`config.mk`:
```
export PLATFORM = sky130hd
export DESIGN_NAME = timer_ctrl_regs
export DESIGN_NICKNAME = d
export VERILOG_FILES = /design/src/rtl/timer_ctrl_regs.sv
export SDC_FILE = /design/constraint.sdc
export NUM_CORES = 1
export LEC_CHECK = 0
export ABC_CLOCK_PERIOD_IN_PS = 2700
export BUFFER_PORTS_ARGS = -buffer_cell sky130_fd_sc_hd__buf_2
export CORE_MARGIN = 2
export CORE_UTILIZATION = 40
export CTS_CLUSTER_DIAMETER = 200
export DETAILED_ROUTE_END_ITERATION = 8
export PLACE_DENSITY = 0.63
export SYNTH_ARGS = -nofsm -noshare
export SYNTH_HDL_FRONTEND = slang
export SYNTH_SLANG_ARGS = --single-unit
```
`constraint.sdc`:
```
create_clock -name clk -period 2.7 [get_ports clk]
set_input_delay 0.135 -clock clk [delete_from_list [all_inputs] [get_ports clk]]
set_output_delay 0.135 -clock clk [all_outputs]
set_load 0.005 [all_outputs]
```
`src/rtl/timer_ctrl_regs.sv`:
```
// CPU control/status registers in front of the timer FSM.
// Optional overrun flag: define TIMER_OVERRUN_EN.
module timer_ctrl_regs #(
    parameter int         PER_W  = 4,
    parameter int         DATA_W = 8,
    parameter logic [7:0] ID_VAL = 8'hA5
) (
    input  logic              clk,
    input  logic              rst,
    input  logic              bus_cs,
    input  logic              bus_we,
    input  logic [1:0]        bus_addr,
    input  logic [DATA_W-1:0] bus_wdata,
    output logic [DATA_W-1:0] bus_rdata,
    output logic              bus_ack,
    output logic              fsm_start,
    output logic [PER_W-1:0]  period_out,
    input  logic              fsm_we,
    input  logic              fsm_end,
    output logic              irq
);

    typedef enum logic [1:0] {
        S_IDLE,
        S_ARMED,
        S_DONE
    } state_t;

    state_t            state;
    state_t            state_nx;
    logic              ctrl_ie;
    logic              ctrl_auto;
    logic [PER_W-1:0]  period_r;
    logic              done_f;
    logic              err_f;
    logic              ovr_f;
    logic [3:0]        dcnt;
    logic              abort_pend;
    logic              abort_set;
    logic              start_ok;
    logic              start_rej;
    logic              reload;
    logic              reload_err;
    logic              irq_src;
    logic [DATA_W-1:0] rd_mux;

    logic wr;
    logic wr_ctrl;
    logic wr_per;
    logic wr_stat;
    logic wr_abort;
    logic fsm_hit;
    logic busy;
    logic per_zero;

    assign wr        = bus_cs & bus_we;
    assign wr_ctrl   = wr & (bus_addr == 2'd0);
    assign wr_per    = wr & (bus_addr == 2'd1);
    assign wr_stat   = wr & (bus_addr == 2'd2);
    assign wr_abort  = wr_ctrl & ~bus_wdata[0];
    assign fsm_hit   = fsm_we & fsm_end;
    assign busy      = (state != S_IDLE);
    assign per_zero  = (period_r == '0);
    assign fsm_start = (state == S_ARMED);

    // Next-state decode and the one-shot events it produces
    always_comb begin
        state_nx   = state;
        start_ok   = 1'b0;
        start_rej  = 1'b0;
        reload     = 1'b0;
        reload_err = 1'b0;
        abort_set  = 1'b0;
        unique case (state)
            S_IDLE: begin
                if (wr_ctrl && bus_wdata[0]) begin
                    if (!per_zero) begin
                        state_nx = S_ARMED;
                        start_ok = 1'b1;
                    end else begin
                        start_rej = 1'b1;
                    end
                end
            end
            S_ARMED: begin
                if (fsm_hit) begin
                    state_nx  = S_DONE;
                    abort_set = wr_abort;
                end else if (wr_abort) begin
                    state_nx = S_IDLE;
                end
            end
            S_DONE: begin
                state_nx = S_IDLE;
                if (ctrl_auto && !abort_pend && !wr_abort) begin
                    if (!per_zero) begin
                        state_nx = S_ARMED;
                        reload   = 1'b1;
                    end else begin
                        reload_err = 1'b1;
                    end
                end
            end
            default: state_nx = S_IDLE;
        endcase
    end

    // State register; an abort racing a completion is remembered for DONE
    always_ff @(posedge clk) begin
        if (!rst) begin
            state      <= S_IDLE;
            abort_pend <= 1'b0;
        end else begin
            state      <= state_nx;
            abort_pend <= abort_set;
        end
    end

    // Control, period and status flags; hardware set beats CPU clear
    always_ff @(posedge clk) begin
        if (!rst) begin
            ctrl_ie    <= 1'b0;
            ctrl_auto  <= 1'b0;
            period_r   <= '0;
            period_out <= '0;
            done_f     <= 1'b0;
            err_f      <= 1'b0;
            dcnt       <= 4'd0;
        end else begin
            if (wr_ctrl) begin
                ctrl_ie   <= bus_wdata[1];
                ctrl_auto <= bus_wdata[2];
            end
            if (wr_per)
                period_r <= bus_wdata[PER_W-1:0];
            if (start_ok || reload)
                period_out <= period_r;
            if (start_rej || reload_err)
                err_f <= 1'b1;
            else if (start_ok || (wr_stat && bus_wdata[3]))
                err_f <= 1'b0;
            if (state == S_DONE)
                done_f <= 1'b1;
            else if (wr_stat && bus_wdata[0])
                done_f <= 1'b0;
            if (state == S_DONE) begin
                if (wr_stat && bus_wdata[7])
                    dcnt <= 4'd1;
                else if (dcnt != 4'hF)
                    dcnt <= dcnt + 4'd1;
            end else if (wr_stat && bus_wdata[7]) begin
                dcnt <= 4'd0;
            end
        end
    end

`ifdef TIMER_OVERRUN_EN
    // Overrun: a completion lands while the previous one is unacknowledged
    always_ff @(posedge clk) begin
        if (!rst)
            ovr_f <= 1'b0;
        else if (state == S_DONE && done_f)
            ovr_f <= 1'b1;
        else if (wr_stat && bus_wdata[2])
            ovr_f <= 1'b0;
    end
    assign irq_src = ctrl_ie & (done_f | ovr_f);
`else
    assign ovr_f   = 1'b0;
    assign irq_src = ctrl_ie & done_f;
`endif

    // Level interrupt, registered from the current flags
    always_ff @(posedge clk) begin
        if (!rst)
            irq <= 1'b0;
        else
            irq <= irq_src;
    end

    // Read mux over pre-update register values
    always_comb begin
        rd_mux = '0;
        case (bus_addr)
            2'd0: rd_mux[2:0] = {ctrl_auto, ctrl_ie, busy};
            2'd1: rd_mux[PER_W-1:0] = period_r;
            2'd2: rd_mux[7:0] = {dcnt, err_f, ovr_f, busy, done_f};
            default: rd_mux[7:0] = ID_VAL;
        endcase
    end

    // One-cycle ack; read data only on read acks, zero otherwise
    always_ff @(posedge clk) begin
        if (!rst) begin
            bus_ack   <= 1'b0;
            bus_rdata <= '0;
        end else begin
            bus_ack   <= bus_cs;
            bus_rdata <= (bus_cs && !bus_we) ? rd_mux : '0;
        end
    end

endmodule

```
## Word level (Yosys, flattened, before mapping)

Index checks and enable logic that the tools add are counted.

| storage, ports and cells | value |
|---|---|
| word-level logic and storage cells | 83 |
| bits in registers | 29 |
| output and inout port bits | 15 |
| input bits | 16 |

| operators by class | value |
|---|---|
| muxes and demuxes | 28 |
| eq/ne operators | 8 |
| bitwise gates (word level) | 8 |
| reduce and logical (&&, ||, !) cells | 26 |
| add/sub/neg operators | 1 |

Operators by type and width:

| kind | count |
|---|---|
| two-way mux 1 bit | 16 |
| two-way mux 4 bit | 4 |
| nonzero test 2 bit | 5 |
| one-hot mux 3 bit (3 select lines) | 1 |
| two-way mux 2 bit | 4 |
| one-hot mux 4 bit (2 select lines) | 1 |
| AND 1 bit | 7 |
| logical AND 1 bit | 7 |
| one-hot mux 2 bit (3 select lines) | 1 |
| AND reduction 3 bit | 2 |
| adder 4 x 1 -> 4 bit, second input constant | 1 |
| equality test 2 x 1 -> 1 bit, second input constant | 2 |
| equality test 2 bit, second input constant | 2 |
| logical NOT 2 bit | 2 |
| logical NOT 4 bit | 1 |
| inequality test 2 bit, second input constant | 2 |
| inequality test 4 bit, second input constant | 1 |
| AND reduction 2 bit | 2 |
| logical NOT 1 bit | 3 |
| logical OR 1 bit | 3 |
| inequality test 3 x 1 -> 1 bit, second input constant | 1 |
| one-hot mux 1 bit (2 select lines) | 1 |
| OR reduction 2 bit | 1 |
| inverter 1 bit | 1 |

## Logic depth before layout (Yosys ltp)

Gate-level depths: netlist of the first run.

| logic depth | value |
|---|---|
| depth in word-level cells | 9 |
| depth in mapped cells | 6 |

## Least setup slack after synthesis of the first run

No wires, ideal clock.

| timing | value |
|---|---|
| kind | input -> register |
| start point | input port bus_addr[0] |
| end point | register period_out[0] |
| path slack | 1378 ps |
| stages on the path | 6 |
| buffers on the path | 0 |
| data arrival time | 1190 ps |
| path through | inv_1 ha_1 nand3_4 mux2i_1 a2111oi_4 o22ai_1 |

| on the way | value |
|---|---|
| cells in the longest elaborated chain, start to end | 8 |
| elaborated cells between the ends (all ways) | 11 |

Ends and longest elaborated chain:

| item | RTL line | text |
|---|---|---|
| from (decl) | 12 | `input logic [1:0] bus_addr,` |
| logical NOT 2 bit (*) | 57 | `assign wr_ctrl = wr & (bus_addr == 2'd0);` |
| AND 1 bit (*) | 57 |  |
| AND 1 bit | 60 | `assign wr_abort = wr_ctrl & ~bus_wdata[0];` |
| logical NOT 1 bit | 95 | `if (ctrl_auto && !abort_pend && !wr_abort) begin` |
| logical AND 1 bit | 95 |  |
| two-way mux 1 bit | 95 |  |
| two-way mux 1 bit | 74 | `unique case (state)` |
| logical OR 1 bit (*) | 136 | `if (start_ok \|\| reload)` |
| to (signal assigned) | 137 | `period_out <= period_r;` |
| to (decl) | 17 | `output logic [PER_W-1:0] period_out,` |

Mark *: on every way between the ends. The rest lies on a longest branch, timed or not.
A chain may end at the register's enable or synchronous reset.

## Worst setup path after layout of the first run

| timing | value |
|---|---|
| start point | register state[1] |
| end point | register period_out[3] |

| on the way | value |
|---|---|
| cells in the longest elaborated chain, start to end | 3 |
| elaborated cells between the ends (all ways) | 5 |

Ends and longest elaborated chain:

| item | RTL line | text |
|---|---|---|
| from (decl) | 29 | `state_t state;` |
| from (signal assigned) | 114 | `state <= state_nx;` |
| equality test 2 bit / logical NOT 2 bit (equally long branches) | 74 |  |
| two-way mux 1 bit | 74 |  |
| logical OR 1 bit (*) | 136 |  |

Marked as above.

==> results of run 1 <==
==> per-stage QoR <==
step	total power, mW	cell area, µm²
2_1_floorplan	0.475	1260
3_3_place_gp	0.497	1440
3_5_place_dp	0.498	1440
4_1_cts	0.796	1510
5_1_grt	0.820	1510
6_report	0.791	1510
==> path summary, 6_finish.rpt <==
path	start	to	slack [ns]	depth (start not counted)
worst max register to register	state[1]	period_out[3]	1.31	3
worst min-delay path	bus_wdata[0]	abort_pend	0.05	2
worst max-delay path	state[1]	period_out[3]	1.31	3
worst min register to register	period_out[0]	period_out[0]	0.48	2
==> where the power goes <==
group	internal (mW)	leakage [nW]	switching, mW
Sequential	0.432	0.234	0.00323
Clock	0.151	0.0413	0.152
Combinational	0.0221	0.385	0.0313
==> metal layers <==
| metal | wire length (µm) | vias up | global-route usage |
|---|---|---|---|
| met5 | 0 | - | 0 |
| met4 | 64 | 0 | 0.0984 |
| met3 | 126 | 6 | 0.0649 |
| met2 | 1120 | 29 | 0.242 |
| met1 | 1290 | 502 | 0.215 |
| li1 | - | 527 | - |
==> cell usage after synthesis, types with 2 or more instances <==
library cell and n:
dfxtp_1 29, nand2_1 18, mux2i_1 8, a21oi_1 7, nor2_1 7, nor2b_1 7, and3_1 5, ha_1 5
nand3_1 5, o22ai_1 5, inv_1 3, nand2b_1 3, nor3_1 3, o21ai_0 3, a211oi_1 2, a221oi_1 2
a22oi_1 2, and2b_1 2
==> flip-flops by register name, summed over array words and instances, names as in the netlist <==
register and cells:
ctrl_ie 1, done_f 1, err_f 1, period_out 4, bus_ack 1, abort_pend 1, bus_rdata 8, ctrl_auto 1
state 2, irq 1, period_r 4, dcnt 4
==> cell type report <==
class | count | area share
multi-input cells | 96 | 0.434
flip-flops and latches | 29 | 0.386
inverters | 3 | 0.00748
clock inverters | 1 | 0.00333
well taps | 44 | 0.0366
clock buffers | 7 | 0.0432
repair buffers | 27 | 0.0898
==> worst reg2reg max path, cell delays in order, from the launching register on <==
cell,delay [ns]
dfxtp_1,0.53
mux2i_1,0.21
a2111oi_4,0.38
o22ai_1,0.16
==> cells by family after synthesis <==
group | count (synthesis)
AND/OR/NAND/NOR | 57
flip-flops | 29
AO/OA/AOI/OAI | 26
multiplexers | 8
buffers and inverters | 6
adder cells (fa/ha/maj) | 5
==> cells in the final DEF, fill, tap and decap left out, types with 7 or more instances in the layout <==
cell / synthesis / routed
nor2_1: 7 / 7
dfxtp_1: 29 / 29
nor2b_1: 7 / 7
mux2i_1: 8 / 8
a21oi_1: 7 / 7
nand2_1: 18 / 18
buf_2: 1 / 27
==> reports/metrics.yaml, run 1 <==
drt:
  vias: 1064
  wl_per_cell_um: 12.6
  drt_wl_total_mm: 2.61
  vias_per_cell: 5.14
  drtPass1Iterations: 6
  route.detailed.drc: 0
  drt_iter0_drc: 20
  ant_nets: 0
timing:
  hold_viol: 0
  timing.final.ws_setup_ns: 1.31
  finalCritPeriodShare: 0.516
  min_period_ns: 1.39
  rsz0062_at_grt: "no"
  drv_slew: 0
  timing.fmax_ghz: 0.718
  worst_slew_pin_slew_ns: 0.550
  relSlewSlack: 0.630
  hold_slack_ns: 0.0458
  skew_ns: 0.0102
  setup_violations: 0
  tns_ns: 0
finish:
  drive_gt1_frac: 0.252
  nNetsFinal: 183
  syn2layout_area_growth_pct: 19.7
  stdcell_count: 207
  antennaDiodeCount: 0
  multi_input_area_um2: 653
  fin_util: 0.497
  fillCellCount: 300
  regArea_um2: 581
pwr:
  power_density_nw_per_um2: 526
  irDropWorstVdd_mv: 0.246
  p_leak_nw: 0.661
logic_synthesis:
  yosys-top-cells-area: "dfxtp_1, mux2i_1, nand2_1"
  ys_types: 33
  synth_nets: 152
  synthCells: 131
  synth_top_family_by_area: "simple AND/OR/NAND/NOR gates"
  synthAdderAreaFrac: 0.0498
  synth_area_um2: 1260
  ys_warn_count: 0
  synth_compound_area_frac: 0.150
  synth-simple-area-share: 0.256
  postSynthAreaPerCell_um2: 9.60
  seq_area_frac_synth: 0.462
  async_reset_ff_frac: 0
  synth.top_cell.area_share: 0.462
  synth_flop_cell: "dfxtp_1"
  ys_ff_latch: 29
  yosysTopAreaCell: "dfxtp_1"
  synth-xor-area-share: 0
  synth_mux_area_frac: 0.0637
  synth_edf_count: 0
clock_tree:
  clk_latency_ns: 0.33
  clock_sinks: 29
  cts-root-buf: "clkbuf_4"
  clock_path_buffers: 2
  post_cts_buffers: 0
  path_clk_slew_ns: 0.10
  ctsResizeCount: 0
  tritoncts: "yes"
  cts_max_level: 2
  cts_hold_buf: 0
  cts_buffers: 5
placed_design:
  gp_congestion: 0.818
  pre_cts_ws_ns: 1.06
  placedCellCount: 199
  io_buffers: 27
  place_hpwl_mm: 1.92
die:
  die_area_um2: 3610
  die_w_um: 60.1
  io_pins: 31
  core_um2: 3030
  num_rows: 20
  start_util: 0.415
  die_h_um: 60.1
grt:
  grt_use_total: 0.169
  grt_pass1_wl_mm: 4.38
  antenna_found_initial: 0
  grt_max_degree: 24
  grt_overflow_total: 0
  grt_pass1_vias: 949
setup_path:
  start_kind: "flip-flop"
  cp.arrival_ns: 1.61
  required_ns: 2.92
  slowest_stage: "dfxtp_1"
  cp_top_family: "compound AO/OA/AOI/OAI gates"
  end_kind: "flip-flop"
  path_class: "reg2reg"
  cp_cell_sequence: "mux2i_1 > a2111oi_4 > o22ai_1"
  worst-path-buf-inv: 0
  critical_path_peak_fanout: 9
  max_stage_delay_ns: 0.53
min_path:
  worstHoldPathType: "in2reg"
flow_run:
  cap_violations: 0
status:
  outcome: "finished clean"
Note: power is estimated with default switching activity, not from simulation.
==> inputs of run 2 (changes only) <==
ABC_CLOCK_PERIOD_IN_PS = 1150   (was 2700)
PLACE_DENSITY = 0.65   (was 0.63)
clock period = 1.15 ns   (was 2.7 ns; I/O delays follow)
==> run 2 against run 1 <==
Compared with the run above:
- highest routed layer unchanged
- the flow now finishes with violations (setup timing)
- largest power group unchanged
- largest cell class unchanged
- critical path depth did not move
- critical endpoint is now period_out[2]
- register-to-register slack lost 1.3 ns
- combinational power increased to 3.2 times the previous value
- wire length is 9.4% higher
==> reports/metrics.yaml, run 2 (synthesis gave the netlist of run 1 again) <==
min_path:
  worstHoldPathType: "in2reg"
timing:
  finalCritPeriodShare: 1.01  # +0.497
  hold_slack_ns: 0.0148  # -0.0310 ns
  timing.final.ws_setup_ns: -0.0146  # -1.32 ns
  worst_slew_pin_slew_ns: 0.370  # -0.180 ns
  relSlewSlack: 0.753  # +0.123
  skew_ns: 0.00690  # -0.00333 ns
  timing.fmax_ghz: 0.859  # +20%
  drv_slew: 0  # unchanged
  setup_violations: 2  # +2
  hold_viol: 0  # unchanged
  rsz0062_at_grt: "yes"
  min_period_ns: 1.16  # -0.228 ns
clock_tree:
  path_clk_slew_ns: 0.09  # about the same
  cts_buffers: 5  # unchanged
  clock_path_buffers: 2  # unchanged
  cts_max_level: 2  # unchanged
  clock_sinks: 29  # unchanged
  tritoncts: "yes"
  clk_latency_ns: 0.33  # about the same
  cts-root-buf: "clkbuf_4"
setup_path:
  path_class: "reg2reg"
  worst-path-buf-inv: 0  # unchanged
  start_kind: "flip-flop"
  cp_top_family: "compound AO/OA/AOI/OAI gates"
  cp_cell_sequence: "nand2b_4 > a2111oi_4 > o22ai_1"
  max_stage_delay_ns: 0.44  # -0.09 ns
  required_ns: 1.36  # -1.56 ns
  cp.arrival_ns: 1.38  # -0.23 ns
  end_kind: "flip-flop"
  critical_path_peak_fanout: 4  # -5
  slowest_stage: "a2111oi_4"
grt:
  grt_pass1_wl_mm: 4.61  # +5.2%
  grt_overflow_total: 0  # unchanged
  antenna_found_initial: 0  # unchanged
  grt_pass1_vias: 1059  # +12%
  grt_use_total: 0.178  # +0.00830
  grt_max_degree: 23  # -4.2%
pwr:
  power_density_nw_per_um2: 1080  # +110%
  irDropWorstVdd_mv: 0.716  # +190%
  p_leak_nw: 0.800  # +21%
finish:
  regMostFlops: "bus_rdata"
  final_common_cell: "buf_2"
  antennaDiodeCount: 0  # unchanged
  fin_util: 0.579  # +0.0814
  fillCellCount: 287  # -4.3%
  syn2layout_area_growth_pct: 39.3
  stdcell_count: 233  # +13%
  largest_reg_flops: 8  # unchanged
  nNetsFinal: 209  # +14%
  postLayoutCellArea_um2: 1750  # +16%
  drive_gt1_frac: 0.392  # +0.140
  layout_common_cells: "buf_2, dfxtp_1, buf_4, nand2_1, mux2i_1"
flow_run:
  cap_violations: 0  # unchanged
placed_design:
  placedCellCount: 221  # +11%
  pre_cts_ws_ns: -0.150  # -1.21 ns
  gp_congestion: 0.828  # +1.2%
  dpl_cell_area_um2: 1610  # +12%
  place_hpwl_mm: 2.19  # +14%
  io_buffers: 27  # unchanged
drt:
  vias: 1138  # +7.0%
  drt_wl_total_mm: 2.85  # +9.4%
  ant_nets: 0  # unchanged
  wl_per_cell_um: 12.2  # -2.8%
  route.detailed.drc: 0  # unchanged
  drt_iter0_drc: 35  # +75%
  vias_per_cell: 4.88  # -5.0%
  drtPass1Iterations: 4  # -2
status:
  outcome: "finished with violations"
  failed_checks: "setup timing"
die:
  die_area_um2: 3610  # unchanged
  die_w_um: 60.1  # unchanged
  start_util: 0.415  # unchanged
  io_pins: 31  # unchanged
  core_um2: 3030  # unchanged
  die_h_um: 60.1  # unchanged
  num_rows: 20  # unchanged
-- run 2: cell types whose count changed in the layout (fill, tap and decap cells not counted), moves of 2 or more --
cell / previous run / this run
buf_4: 0 / 21
dfxtp_1: 29 / 22
dfxtp_2: 0 / 6
dlygate4sd3_1: 0 / 4
ha_1: 5 / 3
ha_2: 0 / 2
-- run 2: path summary, 6_finish.rpt --
check	from	to	slack [ns]	cells past startpoint
max	abort_pend	period_out[2]	-0.01	3
min	bus_wdata[2]	ctrl_auto	0.01	3
max reg2reg	abort_pend	period_out[2]	-0.01	3
min reg2reg	period_out[3]	period_out[3]	0.48	2
-- run 2: timing repair --
action                                 in CTS  in global routing
buffers inserted                            0                  0
endpoints found under the hold margin       3                  0
pin swaps                                   6                  3
setup endpoints to repair                   6                  8
hold buffers                                4                  0
gates resized for setup                     8                  6
-- run 2: area by class of cell --
type,instances,area (µm²),area share
clock buffer,7,65.1,0.0371
tap,44,55.1,0.0314
inverter,3,11.3,0.00643
timing repair buffer,53,344,0.196
multi-input combinational,96,679,0.388
sequential,29,592,0.338
clock inverter,1,5.00,0.00286
-- run 2: power by group --
group	total, mW	switching, mW	internal [mW]
Clock	0.701	0.347	0.354
Combinational	0.172	0.0855	0.0867
Sequential	1.02	0.00603	1.01
-- run 2: metal layers --
metal / up-vias / GRT usage / part of all wire
met5: - / 0 / 0
met4: 0 / 0.0889 / 0.024
met3: 8 / 0.0519 / 0.057
met2: 45 / 0.267 / 0.45
met1: 506 / 0.231 / 0.47
li1: 579 / - / -
-- run 2: metrics by stage --
stage	setup TNS (ns)	total power, mW
after floorplan	0	1.12
after global placement	-0.522	1.20
after detailed placement	-0.937	1.20
after CTS	-0.0390	1.92
after global routing	-0.124	1.96
final	-0.0219	1.89
-- run 2: worst reg2reg max path, stage by stage, from the launching register on --
cell and delay, ns:
dfxtp_1 0.32, nand2b_4 0.16, a2111oi_4 0.44, o22ai_1 0.13
==> inputs of run 3 (changes only) <==
BUFFER_PORTS_ARGS = default   (was -buffer_cell sky130_fd_sc_hd__buf_2)
CTS_BUF_LIST = sky130_fd_sc_hd__clkbuf_16   (was default)
DONT_BUFFER_PORTS = 1   (was default)
PLACE_DENSITY = 0.56   (was 0.65)
==> run 3 against run 2 <==
Compared with the run above:
- the run ends with hold timing left
- worst setup slack improved by 0.016 ns
- register-to-register slack improved by 0.02 ns
- clock skew fell by 0.0027 ns
- combinational power fell by 35%
- non-clock buffer count fell by 33
==> reports/metrics.yaml, run 3 (synthesis gave the netlist of run 1 again) <==
die:
  core_um2: 3030  # unchanged
  die_h_um: 60.1  # unchanged
  die_w_um: 60.1  # unchanged
  start_util: 0.415  # unchanged
  die_area_um2: 3610  # unchanged
  io_pins: 31  # unchanged
  num_rows: 20  # unchanged
drt:
  wl_per_cell_um: 14.1  # +15%
  drt_wl_total_mm: 2.81  # -1.4%
  drt_iter0_drc: 22  # -37%
  route.detailed.drc: 0  # unchanged
  vias_per_cell: 5.25  # +7.4%
  vias: 1049  # -7.8%
  drtPass1Iterations: 4  # unchanged
  ant_nets: 0  # unchanged
grt:
  grt_pass1_vias: 1013  # -4.3%
  grt_overflow_total: 0  # unchanged
  grt_use_total: 0.178  # +0.000547
  grt_pass1_wl_mm: 4.62  # +0.15%
  antenna_found_initial: 0  # unchanged
  grt_max_degree: 24  # +4.3%
finish:
  stdcell_count: 200  # -14%
  drive_gt1_frac: 0.269  # -0.122
  regMostFlops: "bus_rdata"
  largest_reg_flops: 8  # unchanged
  antennaDiodeCount: 0  # unchanged
  regArea_um2: 589  # -0.42%
  multi_input_area_um2: 679  # unchanged
  syn2layout_area_growth_pct: 32.0
  nNetsFinal: 176  # -16%
  layout_common_cells: "dfxtp_1, nand2_1, buf_4, mux2i_1"
  final_common_cell: "dfxtp_1"
  fillCellCount: 293  # +2.1%
  postLayoutCellArea_um2: 1660  # -5.2%
timing:
  setup_violations: 0  # -2
  hold_slack_ns: -0.0926  # -0.107 ns
  min_period_ns: 1.15  # -0.0159 ns
  timing.fmax_ghz: 0.871  # +1.4%
  skew_ns: 0.00425  # -0.00265 ns
  relSlewSlack: 0.752  # about the same
  finalCritPeriodShare: 0.999  # -0.0139
  rsz0062_at_grt: "yes"
  worst_slew_pin_slew_ns: 0.361  # -0.00925 ns
  hold_viol: 20  # +20
  drv_slew: 0  # unchanged
  tns_ns: 0  # +0.0219 ns
clock_tree:
  tritoncts: "yes"
  cts_max_level: 2  # unchanged
  path_clk_slew_ns: 0.05  # -0.04 ns
  cts_buffers: 5  # unchanged
  cts-root-buf: "clkbuf_16"
  clk_latency_ns: 0.27  # -0.06 ns
  clock_sinks: 29  # unchanged
  clock_path_buffers: 2  # unchanged
  cts_hold_buf: 2  # -2
setup_path:
  start_kind: "flip-flop"
  end_kind: "flip-flop"
  cp.arrival_ns: 1.30  # -0.08 ns
  required_ns: 1.30  # -0.06 ns
  critical_path_peak_fanout: 4  # unchanged
  path_class: "reg2reg"
pwr:
  switchingPower_uw: 493  # +12%
  power_frac_comb: 0.043  # -0.048
  p_int_mw: 2.09  # +44%
  irDropWorstVdd_mv: 0.798  # +11%
  swShare: 0.191  # -0.0408
  power_density_nw_per_um2: 1550  # +44%
  power_frac_seq: 0.398  # -0.140
  pwr-share-clk: 0.559  # +0.188
  p_leak_nw: 0.679  # -15%
  total_power_mw: 2.58  # +36%
placed_design:
  place_hpwl_mm: 2.06  # -5.9%
  placedCellCount: 190  # -14%
  dpl_cell_area_um2: 1450  # -10%
  gp_congestion: 0.808  # -2.5%
  io_buffers: 0  # -100%
status:
  failed_checks: "hold timing"
  outcome: "finished with violations"
min_path:
  worstHoldPathType: "in2reg"
flow_run:
  cap_violations: 0  # unchanged
==> run 3: cell types whose count changed in the layout (fill, tap and decap cells not counted), moves of 2 or more <==
cell           before  now
dlygate4sd3_1       4    2
buf_2              27    0
buf_4              21   17
clkbuf_4            5    0
clkbuf_16           0    5
clkbuf_8            2    0
==> run 3: layout make-up <==
class	instances	share of cell area
multi-input combinational	96	0.409
sequential	29	0.355
timing repair buffer	20	0.0957
clock buffer	5	0.0754
tap	44	0.0332
clock inverter	3	0.0249
inverter	3	0.00678
==> run 3: worst paths after layout <==
path / startpoint / to / slack (ns) / cells after the start
max reg2reg: abort_pend / period_out[3] / 0.001 / 3
min: rst / state[1] / -0.09 / 2
min reg2reg: err_f / err_f / 0.49 / 2
max: abort_pend / period_out[3] / 0.001 / 3
==> run 3: power groups by stage <==
| stage | clock network, mW | logic [mW] | registers (mW) |
|---|---|---|---|
| 2_1_floorplan | 0 | 0.0750 | 1.04 |
| 3_3_place_gp | 0 | 0.101 | 1.04 |
| 3_5_place_dp | 0 | 0.103 | 1.04 |
| 4_1_cts | 1.46 | 0.111 | 1.02 |
| 5_1_grt | 1.49 | 0.124 | 1.03 |
| 6_report | 1.44 | 0.111 | 1.03 |
==> run 3: routing by layer <==
metal  routed length, µm  vias up  GRT usage
met5                   0        -          0
met4                  31        0     0.0857
met3                 177        4     0.0563
met2                1420       31      0.290
met1                1180      499      0.210
li1                    -      515          -
==> run 3: metrics by stage <==
stage | util | setup WS [ns]
2_1_floorplan | - | 0.00324
3_3_place_gp | 0.478 | -0.0430
3_5_place_dp | 0.478 | -0.0622
4_1_cts | 0.541 | -0.0136
5_1_grt | 0.548 | -0.0857
6_report | 0.548 | 0.00135
==> run 3: worst max-delay path: stages, from the launching register on <==
cell and delay [ns]:
dfxtp_1 0.29, nand2b_4 0.15, a2111oi_4 0.44, o22ai_1 0.14
==> run 3: timing repair <==
item | in CTS | in global routing
pin swaps | 6 | 4
setup endpoints to repair | 7 | 7
cloned | 0 | 0
resized for setup | 3 | 10
setup buffers | 0 | 1
endpoints found under the hold margin | 21 | 17
